===== src/rtl/hsv_to_rgb.sv =====
// hsv_to_rgb: fixed 3-stage HSV to RGB converter with raw passthrough.
// Optional macro HSV_TO_RGB_GRAY_EXACT_EN forces (V,V,V) when S==0.
module hsv_to_rgb #(
    parameter int SB_W = 3
) (
    input  logic            clk,
    input  logic            rst,
    input  logic            valid_in,
    input  logic [SB_W-1:0] sb_in,
    input  logic            convert_en,
    input  logic [23:0]     hsv_in,
    output logic            valid_out,
    output logic [SB_W-1:0] sb_out,
    output logic [23:0]     rgb_out
);

    // ---------------- stage 1 ----------------
    logic [10:0]     h6;
    logic            s1_valid;
    logic [SB_W-1:0] s1_sb;
    logic            s1_conv;
    logic [2:0]      s1_sector;
    logic [7:0]      s1_f;
    logic [7:0]      s1_s;
    logic [7:0]      s1_v;
    logic [23:0]     s1_raw;
`ifdef HSV_TO_RGB_GRAY_EXACT_EN
    logic            s1_gray;
`endif

    // H*6 fits in 11 bits: 255*6 = 1530 -> sector 5, f = 250
    assign h6 = {3'b000, hsv_in[23:16]} * 11'd6;

    // stage 1 control: valid, sideband and mode cleared by reset
    always_ff @(posedge clk) begin
        if (!rst) begin
            s1_valid <= 1'b0;
            s1_sb    <= '0;
            s1_conv  <= 1'b0;
        end else begin
            s1_valid <= valid_in;
            s1_sb    <= sb_in;
            s1_conv  <= convert_en;
        end
    end

    // stage 1 data: sector/fraction split, S and V captured
    always_ff @(posedge clk) begin
        s1_sector <= h6[10:8];
        s1_f      <= h6[7:0];
        s1_s      <= hsv_in[15:8];
        s1_v      <= hsv_in[7:0];
        s1_raw    <= hsv_in;
`ifdef HSV_TO_RGB_GRAY_EXACT_EN
        s1_gray   <= (hsv_in[15:8] == 8'd0);
`endif
    end

    // ---------------- stage 2 ----------------
    logic [15:0]     sf_prod;
    logic [15:0]     sfn_prod;
    logic            s2_valid;
    logic [SB_W-1:0] s2_sb;
    logic            s2_conv;
    logic [2:0]      s2_sector;
    logic [7:0]      s2_sf;
    logic [7:0]      s2_sfn;
    logic [7:0]      s2_si;
    logic [7:0]      s2_v;
    logic [23:0]     s2_raw;
`ifdef HSV_TO_RGB_GRAY_EXACT_EN
    logic            s2_gray;
`endif

    assign sf_prod  = {8'd0, s1_s} * {8'd0, s1_f};
    assign sfn_prod = {8'd0, s1_s} * {8'd0, 8'd255 - s1_f};

    // stage 2 control: advances every cycle
    always_ff @(posedge clk) begin
        if (!rst) begin
            s2_valid <= 1'b0;
            s2_sb    <= '0;
            s2_conv  <= 1'b0;
        end else begin
            s2_valid <= s1_valid;
            s2_sb    <= s1_sb;
            s2_conv  <= s1_conv;
        end
    end

    // stage 2 data: saturation products, truncated to 8 bits
    always_ff @(posedge clk) begin
        s2_sector <= s1_sector;
        s2_sf     <= sf_prod[15:8];
        s2_sfn    <= sfn_prod[15:8];
        s2_si     <= 8'd255 - s1_s;
        s2_v      <= s1_v;
        s2_raw    <= s1_raw;
`ifdef HSV_TO_RGB_GRAY_EXACT_EN
        s2_gray   <= s1_gray;
`endif
    end

    // ---------------- stage 3 ----------------
    logic [15:0] p_prod;
    logic [15:0] q_prod;
    logic [15:0] t_prod;
    logic [7:0]  p;
    logic [7:0]  q;
    logic [7:0]  t;
    logic [23:0] conv_rgb;
    logic [23:0] rgb_next;

    assign p_prod = {8'd0, s2_v} * {8'd0, s2_si};
    assign q_prod = {8'd0, s2_v} * {8'd0, 8'd255 - s2_sf};
    assign t_prod = {8'd0, s2_v} * {8'd0, 8'd255 - s2_sfn};
    assign p = p_prod[15:8];
    assign q = q_prod[15:8];
    assign t = t_prod[15:8];

    // sector to channel mapping; unreachable 6/7 fold into sector 5
    always_comb begin
        conv_rgb = {s2_v, p, q};
        case (s2_sector)
            3'd0:    conv_rgb = {s2_v, t, p};
            3'd1:    conv_rgb = {q, s2_v, p};
            3'd2:    conv_rgb = {p, s2_v, t};
            3'd3:    conv_rgb = {p, q, s2_v};
            3'd4:    conv_rgb = {t, p, s2_v};
            default: conv_rgb = {s2_v, p, q};
        endcase
`ifdef HSV_TO_RGB_GRAY_EXACT_EN
        if (s2_gray) begin
            conv_rgb = {s2_v, s2_v, s2_v};
        end
`endif
    end

    assign rgb_next = s2_conv ? conv_rgb : s2_raw;

    // output stage: rgb only loads on valid so it holds between pixels
    always_ff @(posedge clk) begin
        if (!rst) begin
            valid_out <= 1'b0;
            sb_out    <= '0;
            rgb_out   <= '0;
        end else begin
            valid_out <= s2_valid;
            sb_out    <= s2_sb;
            if (s2_valid) begin
                rgb_out <= rgb_next;
            end
        end
    end

endmodule


===== config.mk =====
export PLATFORM = sky130hd
export DESIGN_NAME = hsv_to_rgb
export DESIGN_NICKNAME = d
export VERILOG_FILES = /design/src/rtl/hsv_to_rgb.sv
export SDC_FILE = /design/constraint.sdc
export NUM_CORES = 1
export LEC_CHECK = 0
export CORE_MARGIN = 4
export CORE_UTILIZATION = 25
export DETAILED_ROUTE_END_ITERATION = 12
export GPL_TIMING_DRIVEN = 0
export PLACE_DENSITY = 0.4
export SETUP_SLACK_MARGIN = 0.1
export SLEW_MARGIN = 30
export SYNTH_ARGS = -nofsm -noshare
export SYNTH_HDL_FRONTEND = slang
export SYNTH_SLANG_ARGS = --single-unit
export TNS_END_PERCENT = 100

===== constraint.sdc =====
create_clock -name clk -period 9.49 [get_ports clk]
set_input_delay 1.898 -clock clk [delete_from_list [all_inputs] [get_ports clk]]
set_output_delay 1.898 -clock clk [all_outputs]
set_load 0.03 [all_outputs]

# Word level (Yosys, flattened, before mapping)

Cells that the tools add are included.

Register bits: 147
Bits of input ports: 31
Word-level logic and storage cells: 37

Add/subtract/negate cells: 4
$mul: 6
Equal/unequal tests: 4
Muxes and demuxes: 2
Reduce and logical (&&, ||, !) cells: 1

Operators with widths:

| kind                                                                   | number |
|---|---|
| 24-bit one-hot mux with 5 select lines                                 | 1 |
| 8-bit by 8-bit multiplier with 16-bit output                           | 4 |
| 8-bit subtractor (first input constant)                                | 4 |
| 24-bit two-way mux                                                     | 1 |
| 8-bit by 7-bit multiplier with 15-bit output                           | 1 |
| 8-bit by 2-bit multiplier with 10-bit output (second input constant)   | 1 |
| 3-bit by 2-bit equality test with 1-bit output (second input constant) | 2 |
| 3-bit by 1-bit equality test with 1-bit output (second input constant) | 1 |
| 3-bit equality test (second input constant)                            | 1 |
| 3-bit logical NOT                                                      | 1 |

# Depth between registers and ports, before layout

Gate-level depths: netlist of run 1.

Depth in word-level cells: 4
Mapped depth: 20

# Worst setup path before layout of run 1

No wires, ideal clock.

Path kind: flip-flop to flip-flop
Start point: register, netlist name s2_raw[5]
End point: register rgb_out[23]
Setup time: 0.129 ns
Arrival: 4.621 ns
Slack: 4.740 ns
Cell stages (with the launch flop): 18
Buffers on the path: 3
Clock period less this slack: 4.750 ns
Path through: dfxtp_1 > clkbuf_1 > inv_1 > clkbuf_1 > nor2_1 > fa_1 > fa_1 > fa_1 > inv_1 > fa_1 > inv_1 > ha_1 > clkbuf_1 > nand4_1 > o21ai_1 > mux2_2 > a2111oi_0 > o21ai_0

RTL lines:

| item                   | RTL line | RTL |
|---|---|---|
| end signal: assignment | 151      | `rgb_out <= rgb_next;` |
| end: declaration       | 14       | `output logic [23:0] rgb_out` |

==> results of run 1 <==
-- cells in the final DEF, fill, tap and decap left out, drive strengths merged, types with 6 or more instances in the layout --
| cell | count |
|---|---|
| o221ai | 13 |
| xor2 | 11 |
| o211ai | 9 |
| nand4 | 6 |
| fa | 169 |
| nor2b | 74 |
| nand2b | 62 |
| nand3 | 19 |
| clkdlybuf4s50 | 58 |
| o21ai | 54 |
| a31oi | 10 |
| a221oi | 11 |
| a21o | 24 |
| a211oi | 11 |
| o21a | 8 |
| xnor2 | 30 |
| clkbuf | 74 |
| nor2 | 81 |
| and2 | 91 |
| ha | 172 |
| inv | 242 |
| a21oi | 51 |
| dfxtp | 122 |
| nor3 | 11 |
| nand2 | 130 |
| o22ai | 6 |
| and2b | 11 |
-- stage by stage --
stage          instance area, µm²  hold slack, ps
6_report                    15930           324.5
5_1_grt                     15920           328.9
4_1_cts                     15920           323.4
3_5_place_dp                15350           312.1
3_3_place_gp                15350           311.3
2_1_floorplan               13840           309.6
-- final cells by class --
type,instances,area [µm²]
Tap cell,739,924.6
Clock buffer,17,425.4
Fill cell,5861,38420
Multi-Input combinational cell,1138,10290
Timing Repair Buffer,58,580.6
Sequential cell,122,2442
Clock inverter,15,150.1
Buffer,61,234.0
Inverter,234,878.3
Antenna cell,3,7.507
-- registers in the layout, summed over array words and instances (netlist names), 3 cells and up --
| name | flops |
|---|---|
| rgb_out | 24 |
| s1_raw | 24 |
| s2_raw | 24 |
| s2_sf | 8 |
| s2_sfn | 8 |
| s2_si | 8 |
| s1_f | 6 |
| s1_sb | 3 |
| s1_sector | 3 |
| s2_sb | 3 |
| s2_sector | 3 |
| sb_out | 3 |
-- path summary, 6_finish.rpt --
check | endpoint | cells past startpoint
worst min-delay path | s2_raw[23] | 0
worst min register to register | s2_raw[23] | 0
worst max register to register | rgb_out[23] | 16
worst max-delay path | rgb_out[23] | 16
-- worst register-to-register path: stages (launching register included) --
cell and delay (ps):
sky130_fd_sc_hd__dfxtp_1 370, sky130_fd_sc_hd__clkbuf_1 630, sky130_fd_sc_hd__clkbuf_1 620, sky130_fd_sc_hd__nand2_1 150, sky130_fd_sc_hd__fa_1 490, sky130_fd_sc_hd__fa_1 550
sky130_fd_sc_hd__inv_1 50, sky130_fd_sc_hd__fa_1 490, sky130_fd_sc_hd__fa_1 410, sky130_fd_sc_hd__ha_1 320, sky130_fd_sc_hd__a211oi_1 260, sky130_fd_sc_hd__o21ai_2 160
sky130_fd_sc_hd__a211oi_1 480, sky130_fd_sc_hd__a22oi_1 190, sky130_fd_sc_hd__xnor2_1 250, sky130_fd_sc_hd__a2111oi_0 580, sky130_fd_sc_hd__o21ai_0 160
-- cell families (layout without fill, tap and decap cells) --
group,after synthesis,count (layout),synth area share [%]
and+or+nand+nor,513,513,19.53
adders and majority gates,341,341,39.99
buffers and inverters,295,385,8.036
AOI/OAI and AO/OA,238,238,11.83
DFF,122,122,17.64
xor gates and xnor gates,41,41,2.594
muxes,5,5,0.3706
other,0,3,0
-- layer usage --
metal / routed length, µm / global-route usage (%) / part of all wire, % / up-vias
met3: 2524 / 4.189 / 5.8 / 61
met4: 1107 / 4.176 / 2.6 / 0
li1: - / - / - / 5209
met1: 20340 / 20.34 / 47 / 5392
met2: 19380 / 24.17 / 45 / 261
met5: 0 / 0 / 0 / -
==> impl_metrics.csv, run 1 <==
group,metric,value,unit
clocking,clock_sink_count,122,
clocking,tritoncts,"done",
routing,route.detailed.drc,0,
clocking,root_buffer,"sky130_fd_sc_hd__clkbuf_16",
logic_synthesis,synth_top_cell_area_share,24.44,%
cells_and_area,post_route_non_filler_standard_cell_count,2387,
place,gpl.final_weighted_congestion,0.9057,
run,timing.max_cap.violations,0,
timing,setup_ws,3192,ps
clocking,ctsResizeCount,0,
routing,drt-initial-drc-count,516,
critical_path,worstPathMaxFanout,10,
logic_synthesis,edff_count_synth,0,
logic_synthesis,synth.most_common_cell,"sky130_fd_sc_hd__inv_1",
critical_path,crit_chain,"clkbuf_1 -> clkbuf_1 -> nand2_1 -> fa_1 -> fa_1 -> inv_1 -> fa_1 -> fa_1 -> ha_1 -> a211oi_1 -> o21ai_2 -> a211oi_1 -> a22oi_1 -> xnor2_1 -> a2111oi_0 -> o21ai_0",
routing,ant_nets,0,
die,io-pin-count,59,
timing,timing_max_transition_violations_final,0,
clocking,htreeDepth,4,
global_route,maximum_number_of_pins_on_one_net_before_global_route_repair,17,
global_route,global_route.usage.total,15.19,%
die,floorplan.initialDensity,25.47,%
clocking,clock_path_buffers,2,
logic_synthesis,postSynthNetCount,1927,
timing,rsz0062_at_grt,"no",
critical_path,critical_path.slowest_cell,"sky130_fd_sc_hd__clkbuf_1",
worst_hold_path,hp-start,"s1_raw[23]",
timing,maxClockFrequency,0.1588,GHz
run_status,status,"finished clean",
cells_and_area,postLayoutCoreUtil,29.31,%
critical_path,critical_path.max_stage_delay,630,ps
clocking,postCtsSetupBuffers,0,
logic_synthesis,yosys_register_bits,122,
critical_path,worst_path_arrival_time,6620,ps
logic_synthesis,syn-mean-instance-area,8.902,µm²
global_route,grt.overflow.total,0,
global_route,wire_length_of_the_first_global_routing_pass,68960,µm
clocking,clock_latency,460,ps
critical_path,worstPathRequired,9820,ps
place,pre_cts_slack,3266,ps
clocking,ctsHoldBuffers,0,
critical_path,timing_worst_setup_path_type,"reg2reg",
timing,layout_worst_path_cycle_share,66.37,%
routing,route.detailed.vias_per_inst,4.576,
logic_synthesis,synth.yosys.warnings,0,
place,number_of_input_and_output_port_buffers_inserted,58,
die,count_of_standard_cell_rows,85,
logic_synthesis,synth.area.top_cells,"sky130_fd_sc_hd__fa_1 24%, sky130_fd_sc_hd__dfxtp_1 18%, sky130_fd_sc_hd__ha_1 16%",
die,floorplan.die_area,0.05920,mm²
cells_and_area,area_delta_synth_final,15.09,%
timing,timing.clock.skew,15.46,ps
logic_synthesis,synth_top_area_cell,"sky130_fd_sc_hd__fa_1",
die,die_y,243.3,µm
critical_path,setup_crit_end_kind,"register",
routing,drt_first_pass_iters,6,
clocking,clk_pin_slew,70,ps
place,detailed_place_hpwl,34650,µm
critical_path,setup.worst_path.start_class,"register",
timing,setup-violations-final,0,
logic_synthesis,total_standard_cell_area_after_synthesis,0.01384,mm²
timing,max_slew_margin,32.45,%
timing,summed_negative_setup_slack_over_all_endpoints,0,ps
critical_path,critical_path.top_delay_family,"adder cells",
logic_synthesis,synth.distinct_cells,71,
logic_synthesis,synth_sequential_area_ratio,17.64,%
clocking,tritoncts.num_buffers,17,
logic_synthesis,synth_flop_cell,"sky130_fd_sc_hd__dfxtp_1",
timing,worst_pin_slew,1000,ps
global_route,number_of_global_route_vias_before_repair,11660,
logic_synthesis,synth_common_cells,"233 x sky130_fd_sc_hd__inv_1, 172 x sky130_fd_sc_hd__ha_1, 169 x sky130_fd_sc_hd__fa_1, 130 x sky130_fd_sc_hd__nand2_1, 122 x sky130_fd_sc_hd__dfxtp_1",
die,die_width,243.3,µm
critical_path,critical-path-top-cell-by-count,"sky130_fd_sc_hd__fa_1",
routing,routed-via-count,10920,
critical_path,timing.critical_path.from,"s2_raw[3]",
timing,final-hold-violation-count,0,
critical_path,worstPathBufferInverterCount,3,
routing,totalWireLength,43350,µm
logic_synthesis,synthesis.instances,1555,
cells_and_area,final_layout_size_suffix_gt1_share,3.404,%
cells_and_area,finish.net_count,2004,
global_route,grt_antenna_before_repair,1,
die,core_region_area,0.05435,mm²
logic_synthesis,ys_async_sr_fraction,0,%
routing,drt-wirelength-per-cell,18.16,µm
critical_path,worst-r2r-setup-slack,3190,ps
place,place_inst,2352,
worst_hold_path,worstHoldPathType,"reg2reg",
critical_path,r2r-start,"s2_raw[3]",
timing,layout_min_cycle_time,6298,ps
Power of run 1 is left out: the tool's default activity adds up to more than one toggle a clock period on the data nets, which glitch-free logic cannot reach.
==> inputs of run 2 (changes only) <==
Clock period 9.49 ns to 6.4 ns, I/O delays scaled along.
==> impl_metrics.csv, run 2 (synthesis results as in run 1) <==
group,metric,value,unit
critical_path,critical_path.max_stage_delay,570,ps
routing,route.detailed.vias_per_inst,4.566,
timing,layout_min_cycle_time,5982,ps
clocking,tritoncts,"done",
die,floorplan.die_area,0.05920,mm²
timing,rsz0062_at_grt,"no",
worst_hold_path,worstHoldPathType,"reg2reg",
cells_and_area,layout_common_cells,"233 x sky130_fd_sc_hd__inv_1, 172 x sky130_fd_sc_hd__ha_1, 169 x sky130_fd_sc_hd__fa_1",
timing,summed_negative_setup_slack_over_all_endpoints,0,ps
critical_path,setup.worst_path.start_class,"register",
global_route,grt.overflow.total,0,
clocking,htreeDepth,4,
run_status,status,"finished clean",
timing,setup-violations-final,0,
place,pre_cts_slack,175.9,ps
critical_path,crit_chain,"clkbuf_1 -> clkbuf_1 -> nor2b_1 -> fa_1 -> fa_1 -> fa_1 -> inv_1 -> fa_1 -> inv_1 -> ha_1 -> and2_1 -> nand4_1 -> o21ai_1 -> mux2_2 -> a2111oi_0 -> o21ai_0",
run,timing.max_cap.violations,0,
cells_and_area,area_delta_synth_final,15.11,%
global_route,global_route.usage.total,15.19,%
global_route,grt_antenna_before_repair,1,
place,gpl.final_weighted_congestion,0.9057,
critical_path,worstPathBufferInverterCount,4,
critical_path,critical_path.top_delay_family,"adder cells",
timing,max_slew_margin,28.16,%
die,die_y,243.3,µm
critical_path,critical-path-top-cell-by-count,"sky130_fd_sc_hd__fa_1",
place,detailed_place_hpwl,34650,µm
die,io-pin-count,59,
clocking,ctsHoldBuffers,0,
clocking,clock_path_buffers,2,
routing,route.detailed.drc,0,
die,die_width,243.3,µm
routing,drt_first_pass_iters,5,
clocking,clock_sink_count,122,
critical_path,timing_worst_setup_path_type,"reg2reg",
place,number_of_input_and_output_port_buffers_inserted,58,
routing,ant_nets,0,
die,core_region_area,0.05435,mm²
critical_path,critical_path.slowest_cell,"sky130_fd_sc_hd__clkbuf_1",
clocking,root_buffer,"sky130_fd_sc_hd__clkbuf_16",
timing,timing_max_transition_violations_final,0,
routing,drt-wirelength-per-cell,18.18,µm
global_route,number_of_global_route_vias_before_repair,11660,
routing,totalWireLength,43380,µm
clocking,tritoncts.num_buffers,17,
global_route,maximum_number_of_pins_on_one_net_before_global_route_repair,17,
timing,final-hold-violation-count,0,
critical_path,setup_crit_end_kind,"register",
timing,maxClockFrequency,0.1672,GHz
die,floorplan.initialDensity,25.47,%
global_route,wire_length_of_the_first_global_routing_pass,68960,µm
cells_and_area,final_layout_size_suffix_gt1_share,3.771,%
cells_and_area,finish.net_count,2003,
timing,timing.clock.skew,16.49,ps
cells_and_area,layout_commonest_cell,"sky130_fd_sc_hd__inv_1",
critical_path,worst_path_arrival_time,6300,ps
routing,routed-via-count,10900,
die,count_of_standard_cell_rows,85,
routing,drt-initial-drc-count,535,
clocking,clock_latency,460,ps
timing,worst_pin_slew,1064,ps
timing,layout_worst_path_cycle_share,93.47,%
cells_and_area,reg.largest.list,"rgb_out x24, s1_raw x24, s2_raw x24",
timing,setup_ws,417.7,ps
timing,timing.hold.ws,324.7,ps
critical_path,worstPathMaxFanout,10,
critical_path,worstPathRequired,6720,ps
clocking,clk_pin_slew,70,ps
[run 2: what timing repair did]
action | 4_1_cts | 5_1_grt
setup endpoints to repair | 0 | 11
setup buffers | 0 | 0
gates resized for setup | 0 | 13
[run 2: cell type report]
cell class                      instances  area [µm²]
Clock inverter                         15       150.1
Sequential cell                       122        2444
Fill cell                            5862       38410
Antenna cell                            3       7.507
Tap cell                              739       924.6
Clock buffer                           17       425.4
Timing Repair Buffer                   58       580.6
Inverter                              234       878.3
Buffer                                 60       236.5
Multi-Input combinational cell       1138       10290
[run 2: worst reg2reg max path: stages (launching register included)]
cell	delay (ps)
sky130_fd_sc_hd__dfxtp_1	340
sky130_fd_sc_hd__clkbuf_1	570
sky130_fd_sc_hd__clkbuf_1	440
sky130_fd_sc_hd__nor2b_1	260
sky130_fd_sc_hd__fa_1	440
sky130_fd_sc_hd__fa_1	510
sky130_fd_sc_hd__fa_1	510
sky130_fd_sc_hd__inv_1	50
sky130_fd_sc_hd__fa_1	470
sky130_fd_sc_hd__inv_1	40
sky130_fd_sc_hd__ha_1	340
sky130_fd_sc_hd__and2_1	200
sky130_fd_sc_hd__nand4_1	110
sky130_fd_sc_hd__o21ai_1	450
sky130_fd_sc_hd__mux2_2	440
sky130_fd_sc_hd__a2111oi_0	500
sky130_fd_sc_hd__o21ai_0	170
[run 2: final timing paths]
kind / depth (start not counted) / from / slack (ps) / endpoint
hold / removal: 0 / s1_raw[23] / 320 / s2_raw[23]
setup / recovery: 16 / s2_raw[7] / 420 / rgb_out[23]
hold reg to reg: 0 / s1_raw[23] / 320 / s2_raw[23]
setup reg to reg: 16 / s2_raw[7] / 420 / rgb_out[23]
[run 2: stage by stage]
step           std cells  cell area, µm²  utilization (%)
6_report            2386           15930            29.32
5_1_grt             2383           15930            29.31
4_1_cts             2384           15920            29.30
3_5_place_dp        2352           15350            28.24
3_3_place_gp        2352           15350            28.24
2_1_floorplan       1555           13840                -
[run 2: layer usage]
metal,up-vias,global-route usage [%],wire (µm),share of wire [%]
li1,5212,-,-,-
met4,0,4.176,1024,2.4
met3,54,4.189,2466,5.7
met2,241,24.17,19440,45
met1,5388,20.34,20450,47
met5,-,0,0,0
Power of run 2 is left out for the same reason.
==> inputs of run 3 (changes only) <==
Settings changed: HOLD_SLACK_MARGIN from default to 0.08.
==> results of run 3 <==
No change in the layout: final DEF, timing and power equal those of run 2.
Power of run 3 is left out for the same reason.
